`src/rtl/gray_sched_pkg.sv`:
```
// Shared types and helpers for the Gray-coded interval timer scheduler.
// Build option: define GRAY_SCHED_ABORT_EN so that an owner dropping its request mid-run
// releases the counter early without a done pulse.
package gray_sched_pkg;

  // Defaults for the shared-counter configuration
  localparam int unsigned DefW    = 5;
  localparam int unsigned DefNreq = 4;
  localparam int unsigned DefIdxW = $clog2(DefNreq);

  typedef enum logic [1:0] {
    StIdle,
    StRun,
    StRel
  } state_e;

  // Binary to reflected Gray code; callers cast the result down to their width
  function automatic logic [31:0] bin2gray(input logic [31:0] bin);
    return bin ^ (bin >> 1);
  endfunction

endpackage

```
`src/rtl/gray_rr_arbiter.sv`:
```
// Combinational round-robin picker: scans from rr_ptr_i+1 upwards (mod NREQ) and
// returns the first asserted request as a one-hot vector and as an index.
module gray_rr_arbiter
  import gray_sched_pkg::*;
#(
  parameter int unsigned NREQ = DefNreq,
  parameter int unsigned IdxW = DefIdxW
) (
  input  logic [NREQ-1:0] req_i,
  input  logic [IdxW-1:0] rr_ptr_i,
  output logic [NREQ-1:0] pick_o,
  output logic [IdxW-1:0] idx_o
);

  logic            found;
  int unsigned     k;
  logic [IdxW-1:0] kk;

  // Rotated priority scan; the last slot checked is rr_ptr_i itself
  always_comb begin
    pick_o = '0;
    idx_o  = '0;
    found  = 1'b0;
    k      = 0;
    kk     = '0;
    for (int unsigned off = 1; off <= NREQ; off++) begin
      k  = (32'(rr_ptr_i) + off) % NREQ;
      kk = IdxW'(k);
      if (!found && req_i[kk]) begin
        found      = 1'b1;
        pick_o[kk] = 1'b1;
        idx_o      = kk;
      end
    end
  end

endmodule

```
`src/rtl/gray_timer_sched.sv`:
```
// One Gray-coded interval counter shared among NREQ requesters by round-robin.
// IDLE arbitrates, RUN counts 0..len_lat, REL drops the grant and shows the done pulse.
// Build option: GRAY_SCHED_ABORT_EN lets the owner abort a run by dropping its request.
module gray_timer_sched
  import gray_sched_pkg::*;
#(
  parameter int unsigned W    = DefW,
  parameter int unsigned NREQ = DefNreq
) (
  input  logic            clk,
  input  logic            rst,
  input  logic [NREQ-1:0] req,
  input  logic [NREQ*W-1:0] len,
  output logic [NREQ-1:0] grant,
  output logic            busy,
  output logic [NREQ-1:0] done,
  output logic [W-1:0]    gray_q
);

  localparam int unsigned IdxW = (NREQ > 1) ? $clog2(NREQ) : 1;

  state_e          state_q, state_d;
  logic [NREQ-1:0] grant_q, grant_d;
  logic [NREQ-1:0] done_q, done_d;
  logic [W-1:0]    bin_q, bin_d;
  logic [W-1:0]    len_lat_q, len_lat_d;
  logic [IdxW-1:0] rr_ptr_q, rr_ptr_d;

  logic [NREQ-1:0] pick;
  logic [IdxW-1:0] pick_idx;
  logic [W-1:0]    len_sel;
  logic            abort;

  gray_rr_arbiter #(
    .NREQ (NREQ),
    .IdxW (IdxW)
  ) u_arb (
    .req_i    (req),
    .rr_ptr_i (rr_ptr_q),
    .pick_o   (pick),
    .idx_o    (pick_idx)
  );

  // Length slice of the requester about to be granted
  always_comb begin
    len_sel = '0;
    for (int i = 0; i < NREQ; i++) begin
      if (pick[i]) len_sel = len[i*W +: W];
    end
  end

`ifdef GRAY_SCHED_ABORT_EN
  // Owner withdrew its request while running
  assign abort = ~|(req & grant_q);
`else
  assign abort = 1'b0;
`endif

  // Next-state logic: arbitration, counting, release
  always_comb begin
    state_d   = state_q;
    grant_d   = grant_q;
    done_d    = '0;
    bin_d     = bin_q;
    len_lat_d = len_lat_q;
    rr_ptr_d  = rr_ptr_q;
    unique case (state_q)
      StIdle: begin
        bin_d = '0;
        if (|req) begin
          state_d   = StRun;
          grant_d   = pick;
          len_lat_d = len_sel;
          rr_ptr_d  = pick_idx;
        end
      end
      StRun: begin
        if (abort) begin
          state_d = StRel;
          grant_d = '0;
          bin_d   = '0;
        end else if (bin_q == len_lat_q) begin
          // Terminal count: pulse done to the owner while the grant drops
          state_d = StRel;
          done_d  = grant_q;
          grant_d = '0;
          bin_d   = '0;
        end else begin
          bin_d = bin_q + 1'b1;
        end
      end
      StRel: begin
        state_d = StIdle;
        grant_d = '0;
        bin_d   = '0;
      end
      default: begin
        state_d = StIdle;
        grant_d = '0;
        bin_d   = '0;
      end
    endcase
  end

  // State and output registers, synchronous reset
  always_ff @(posedge clk) begin
    if (rst) begin
      state_q   <= StIdle;
      grant_q   <= '0;
      done_q    <= '0;
      bin_q     <= '0;
      len_lat_q <= '0;
      rr_ptr_q  <= IdxW'(NREQ - 1);
    end else begin
      state_q   <= state_d;
      grant_q   <= grant_d;
      done_q    <= done_d;
      bin_q     <= bin_d;
      len_lat_q <= len_lat_d;
      rr_ptr_q  <= rr_ptr_d;
    end
  end

  assign grant  = grant_q;
  assign done   = done_q;
  assign busy   = (state_q == StRun);
  // bin_q is zero outside RUN, so the Gray output is zero when idle
  assign gray_q = W'(bin2gray(32'(bin_q)));

endmodule

```
`config.mk`:
```
export PLATFORM = sky130hd
export DESIGN_NAME = gray_timer_sched
export DESIGN_NICKNAME = d
export VERILOG_FILES = /design/src/rtl/gray_sched_pkg.sv /design/src/rtl/gray_rr_arbiter.sv /design/src/rtl/gray_timer_sched.sv
export SDC_FILE = /design/constraint.sdc
export NUM_CORES = 1
export LEC_CHECK = 0
export CORE_ASPECT_RATIO = 2
export CORE_MARGIN = 2
export CORE_UTILIZATION = 48
export DETAILED_ROUTE_END_ITERATION = 10
export PLACE_DENSITY = 0.79
export SLEW_MARGIN = 20
export SYNTH_ARGS = -nofsm -noshare
export SYNTH_HDL_FRONTEND = slang
export SYNTH_SLANG_ARGS = --single-unit
```
`constraint.sdc`:
```
create_clock -name clk -period 3.3 [get_ports clk]
set_clock_uncertainty 0.15 [all_clocks]
set_input_delay 0.33 -clock clk [delete_from_list [all_inputs] [get_ports clk]]
set_output_delay 0.33 -clock clk [all_outputs]
set_load 0.02 [all_outputs]
```
=== Word level (Yosys, flattened, before mapping) ===
Cells that the tools add are included.

* Flip-flop bits (word level): 22
* Bits of input ports: 26
* Output and inout bits: 14
* Word-level logic and storage cells: 82

* $add $sub $neg: 5
* Magnitude comparators: 8
* Equal/unequal tests: 4
* Mux-type cells: 37
* Bitwise operators: 6
* Reduce and logical (&&, ||, !) cells: 16

{| class="wikitable"
|+ Operators with widths
! kind !! number
|-
| $mux W4 || 6
|-
| $mux W5 || 4
|-
| $lt A2 B3 Y1 const B || 4
|-
| $mux W2 || 6
|-
| $or A4 B4 Y4 || 3
|-
| $mux W1 || 11
|-
| $bmux W1 S2 || 4
|-
| $demux W1 S2 || 4
|-
| $ge A2 B1 Y1 const B || 4
|-
| $pmux W4 S2 || 1
|-
| $logic_and A1 B1 Y1 || 7
|-
| $reduce_or A3 Y1 || 2
|-
| $add A5 B1 Y5 const B || 1
|-
| $eq A5 B5 Y1 || 1
|-
| $xor A5 B4 Y5 || 1
|-
| $add A2 B1 Y2 const B || 2
|-
| $add A2 B2 Y2 const B || 2
|-
| $pmux W2 S2 || 1
|-
| $reduce_and A2 Y1 || 2
|-
| $reduce_or A4 Y1 || 1
|-
| $logic_not A1 Y1 || 3
|-
| $eq A2 B1 Y1 const B || 1
|-
| $logic_not A2 Y1 || 1
|-
| $ne A2 B1 Y1 const B || 1
|-
| other kinds (2) || 3
|}

=== Depth between registers and ports, before layout ===
* Word-level depth: 17
* Mapped depth: 11
* Gate-level depth less buffers: 8

=== Hierarchy ===
From an unflattened synthesis, not the netlist that was laid out.

* Cells, all modules: 175
* Area, all modules: 1,559.0 µm²

{| class="wikitable"
|+ By module, submodules not included
! module !! times used !! cells each !! area an instance (µm²) !! sequential area each (µm²)
|-
| gray_timer_sched || 1 || 116 || 1,068.5 || 440.4
|-
| gray_rr_arbiter || 1 || 59 || 490.5 || 0.0
|}

=== Worst setup path after synthesis ===
No wires, ideal clock.

* Path type: reg2reg
* Start point: register rr_ptr_q[0]
* End point: register len_lat_q[4]
* Setup time: 0.135 ns
* Arrival: 2.672 ns
* Data required time: 3.015 ns
* Path slack: 0.343 ns
* Stages on the path, launching flop included: 11
* Buffers on the path: 2
* Clock period less this slack: 2.957 ns
* Path through: dfxtp_1 > buf_6 > inv_1 > ha_1 > mux4_2 > nor3b_1 > a22oi_2 > and2_1 > buf_2 > a311oi_1 > o32ai_1

* Cells in the longest elaborated chain, start to end: 17
* Elaborated cells on any way between the ends: 52
* Those cells by class: add/sub (4); order compare (8); mux (27); bitwise (3); reduce/logical (10)

{| class="wikitable"
|+ RTL lines
! what !! RTL line !! source
|-
| start, declared || gray_timer_sched.sv:27 || <nowiki>logic [IdxW-1:0] rr_ptr_q, rr_ptr_d;</nowiki>
|-
| start signal, assigned || gray_timer_sched.sv:113 || <nowiki>rr_ptr_q <= IdxW'(NREQ - 1);</nowiki>
|-
| start signal, assigned || gray_timer_sched.sv:120 || <nowiki>rr_ptr_q <= rr_ptr_d;</nowiki>
|-
| parallel branches: the longest is 12 deep, another holds $lt A2 B3 Y1 || n/a ||
|-
| $mux W4 * || gray_rr_arbiter.sv:29 || <nowiki>if (!found && req_i[kk]) begin</nowiki>
|-
| $mux W5 (3 in series) || gray_timer_sched.sv:48 || <nowiki>if (pick[i]) len_sel = len[i*W +: W];</nowiki>
|-
| $mux W5 * || gray_timer_sched.sv:48 ||
|-
| end signal, assigned || gray_timer_sched.sv:119 || <nowiki>len_lat_q <= len_lat_d;</nowiki>
|-
| end, declared || gray_timer_sched.sv:26 || <nowiki>logic [W-1:0] len_lat_q, len_lat_d;</nowiki>
|}

Every way passes the cells marked *. The select of a mux whose other input is x is not followed.
A chain may end at the register's enable or synchronous reset.

=== Worst setup path after layout ===
* Start point: input port req[2]
* End point: register len_lat_q[1]

* Cells in the longest elaborated chain, start to end: 16
* Elaborated cells on any way between the ends: 30
* Those cells by class: mux (19); bitwise (3); reduce/logical (8)

{| class="wikitable"
|+ RTL lines
! what !! RTL line !! source
|-
| start, declared || gray_timer_sched.sv:12 || <nowiki>input logic [NREQ-1:0] req,</nowiki>
|-
| $bmux W1 S2 || gray_rr_arbiter.sv:29 ||
|-
| $mux W1 (implied by the code) || gray_rr_arbiter.sv:29 ||
|-
| $mux W1 || gray_rr_arbiter.sv:29 ||
|-
| $logic_not A1 Y1 || gray_rr_arbiter.sv:29 ||
|-
| $logic_and A1 B1 Y1 || gray_rr_arbiter.sv:29 ||
|-
| $mux W1 || gray_rr_arbiter.sv:29 ||
|-
| $logic_not A1 Y1 || gray_rr_arbiter.sv:29 ||
|-
| $logic_and A1 B1 Y1 || gray_rr_arbiter.sv:29 ||
|-
| $mux W1 || gray_rr_arbiter.sv:29 ||
|-
| $logic_not A1 Y1 || gray_rr_arbiter.sv:29 ||
|-
| $logic_and A1 B1 Y1 || gray_rr_arbiter.sv:29 ||
|-
| $mux W4 || gray_rr_arbiter.sv:29 ||
|-
| $mux W5 (4 in series) || gray_timer_sched.sv:48 ||
|}

Parallel ways exist; a longest one is shown, timed or not. The select of a mux whose other input is x is not followed.

==> impl_metrics.py <==
metrics = {
    "detailed_routing": {
        "routed_wl_um": 4040,
        "drt_iter0_markers": 18,
        "vias_per_cell": 6.03,
        "wl_per_cell_um": 17.4,
        "final_antenna_net_count": 0,
        "first_pass_iters": 4,
        "dr_total_vias": 1400,
        "drc": 0,
    },
    "finish": {
        "utilization_pct": 66.7,
        "drive_gt1_share_pct": 8.91,
        "diodes": 0,
        "layout_commonest_cell": "clkdlybuf4s50_1",
        "syn_to_final_growth_pct": 31.8,
        "final_cell_mix": "clkdlybuf4s50_1, dfxtp_1, nor2_1",
        "design_area_mm2": 0.00199,
        "nets": 240,
    },
    "logic_synthesis": {
        "synthCells": 161,
        "ys.flop_type": "dfxtp_1",
        "yosys.area_share.adder_pct": 9.14,
        "ys_types": 44,
        "yosys.area_share.simple_pct": 21.6,
        "synthMuxAreaShare_pct": 8.31,
        "syn_nets": 198,
        "synth-edff-count": 0,
        "synth_top_family_by_area": "simple AND/OR/NAND/NOR gates",
        "netlist_area_mm2": 0.00151,
        "synth_compound_area_share_pct": 21.4,
        "async_reset_ff_share_pct": 0,
        "ys_warn_count": 0,
        "ys_ff_latch": 22,
        "synth-xor-area-share_pct": 5.23,
        "ys_seq_area_share_pct": 29.2,
        "avgSynthCellArea_um2": 9.36,
    },
    "worst_setup_path": {
        "worst-path-max-fanout": 10,
        "timing.rr.end": "len_lat_q[4]",
        "crit_path_end_kind": "flip-flop",
        "crit_type": "in2reg",
        "rrSetupSlack_ns": 0.28,
        "r2r-start": "rr_ptr_q[0]",
        "reg2reg_depth": 8,
        "start_kind": "primary input",
        "crit_required_ns": 3.32,
        "arrival_ns": 3.08,
    },
    "sta": {
        "slew_headroom_pct": 51.4,
        "rsz0062_at_grt": "no",
        "worst_pin_slew_ns": 0.728,
        "period_share_pct": 93.0,
        "timing.final.crit_period_ns": 3.07,
        "setup-tns-final_ns": 0,
        "slew_viol_final": 0,
        "max_freq_mhz": 326,
        "setup_violations": 0,
        "hold_viol_final": 0,
        "finalWorstSetupSlack_ns": 0.232,
        "whs_ns": 0.340,
    },
    "run": {
        "cap_violations": 0,
    },
    "grt": {
        "grt_overflow": 0,
        "antenna_found_initial": 0,
        "grt_pass1_wl_um": 6690,
        "grt.total_usage_pct": 23.7,
        "grt_max_degree": 18,
        "grt_pass1_vias": 1482,
    },
    "outcome": {
        "run_status": "finished, final reports clean",
    },
    "die": {
        "core.rowCount": 28,
        "io_pins": 40,
        "die_w_um": 43.6,
        "initial_core_util_pct": 50.6,
        "core_region_area_mm2": 0.00298,
        "dieArea_mm2": 0.00363,
        "fp.dieH_um": 83.2,
    },
    "clock_network": {
        "numCtsBuffers": 3,
        "ctsHoldBuffers": 0,
        "post_cts_buffers": 0,
        "clock-sinks": 22,
        "clkTransAtPathRegs_ns": 0.08,
        "cts_tree": "done",
        "cts_buffer_depth": 2,
        "clock_latency_ns": 0.26,
        "cts-root-buf": "clkbuf_8",
        "htreeDepth": 1,
        "ctsResizeCount": 0,
    },
    "power": {
        "p_leak_uw": 0.000807,
        "pwr_density_cell_mw_per_mm2": 803,
        "ir_drop_mv": 0.540,
    },
    "placed_design": {
        "gp_congestion": 0.935,
        "dpl-instance-area_mm2": 0.00191,
        "port_buffers": 39,
        "place_hpwl_um": 3330,
        "place_ws_ns": 0.00149,
    },
    "hold_path": {
        "hold_path.class": "reg2reg",
        "hold_end": "grant[1]",
        "holdPathStages": 1,
        "hp-start": "grant[1]",
    },
}
metal layers:
metal  wire, um  part of all wire [%]  global-route usage [%]
met2       2450                    61                    47.2
met1       1340                    33                    21.4
met3        126                   3.1                    1.96
met5          0                     0                       0
met4        134                   3.3                    11.3
power breakdown:
group / internal, uW / total [uW] / switching (uW)
Sequential: 332 / 382 / 50.1
Clock: 162 / 248 / 85.6
Combinational: 432 / 965 / 533
Yosys cell counts, types with 2 or more instances:
| cell | n | area [um^2] |
|---|---|---|
| dfxtp_1 | 22 | 440 |
| nor2_1 | 14 | 52.6 |
| and2_1 | 12 | 75.1 |
| ha_1 | 11 | 138 |
| nor3_1 | 7 | 35.0 |
| nand2_1 | 6 | 22.5 |
| xor2_1 | 6 | 52.6 |
| a21boi_0 | 5 | 37.5 |
| a22o_1 | 5 | 43.8 |
| a311oi_1 | 5 | 43.8 |
| a31oi_1 | 5 | 31.3 |
| o32ai_1 | 5 | 43.8 |
| buf_6 | 4 | 45.0 |
| nor2b_1 | 4 | 25.0 |
| o21ai_0 | 4 | 20.0 |
| a221o_1 | 3 | 30.0 |
| inv_1 | 3 | 11.3 |
| mux2_2 | 3 | 33.8 |
| or3_1 | 3 | 18.8 |
| xnor2_1 | 3 | 26.3 |
| a21oi_1 | 2 | 10.0 |
| clkbuf_1 | 2 | 7.51 |
| mux2i_1 | 2 | 20.0 |
| mux4_2 | 2 | 45.0 |
| nand3_1 | 2 | 10.0 |
| nand3b_1 | 2 | 15.0 |
| nor3b_1 | 2 | 15.0 |
final cells by class:
type / count / area [um^2]
fillers: 259 / 992
multi-input cells: 128 / 990
flip-flops and latches: 22 / 440
repair buffers: 45 / 435
clock buffers: 3 / 41.3
well taps: 30 / 37.5
clock inverters: 1 / 30.0
inverters: 3 / 11.3
critical path, stage by stage:
cell and delay (ns):
clkdlybuf4s50_1 0.61, or3b_1 0.37, a2111oi_1 0.71, o21ai_0 0.24, buf_4 0.19, a21boi_0 0.27
a311oi_1 0.09, o32ai_1 0.26
sequential cells by signal (all words and copies together) (netlist names):
name	flops
bin_q	5
len_lat_q	5
done	4
grant	4
rr_ptr_q	2
state_q	2
worst max path at each step:
| stage | cells past startpoint | end | slack (ns) | from |
|---|---|---|---|---|
| CTS | 8 | len_lat_q[1] | 0.26 | req[2] |
| global route | 8 | len_lat_q[2] | 0.08 | req[2] |
| global placement | 8 | len_lat_q[2] | 0.1 | req[2] |
| detailed placement | 8 | len_lat_q[1] | 0.001 | req[2] |
| floorplan | 10 | len_lat_q[4] | 0.34 | rr_ptr_q[0] |
| finish | 8 | len_lat_q[1] | 0.23 | req[2] |
through the flow:
stage	cells	total power [uW]
global placement	228	1300
detailed placement	228	1340
global route	232	1700
floorplan	161	1060
finish	232	1590
CTS	232	1580
cells by family (layout without fill, tap and decap cells):
family,Yosys count,after routing
buffers and inverters,11,52
DFF,22,22
and+or+nand+nor,59,59
adders and majority gates,11,11
AOI/OAI and AO/OA,41,41
muxes,8,8
xor gates and xnor gates,9,9
(Power assumes the default switching activity.)
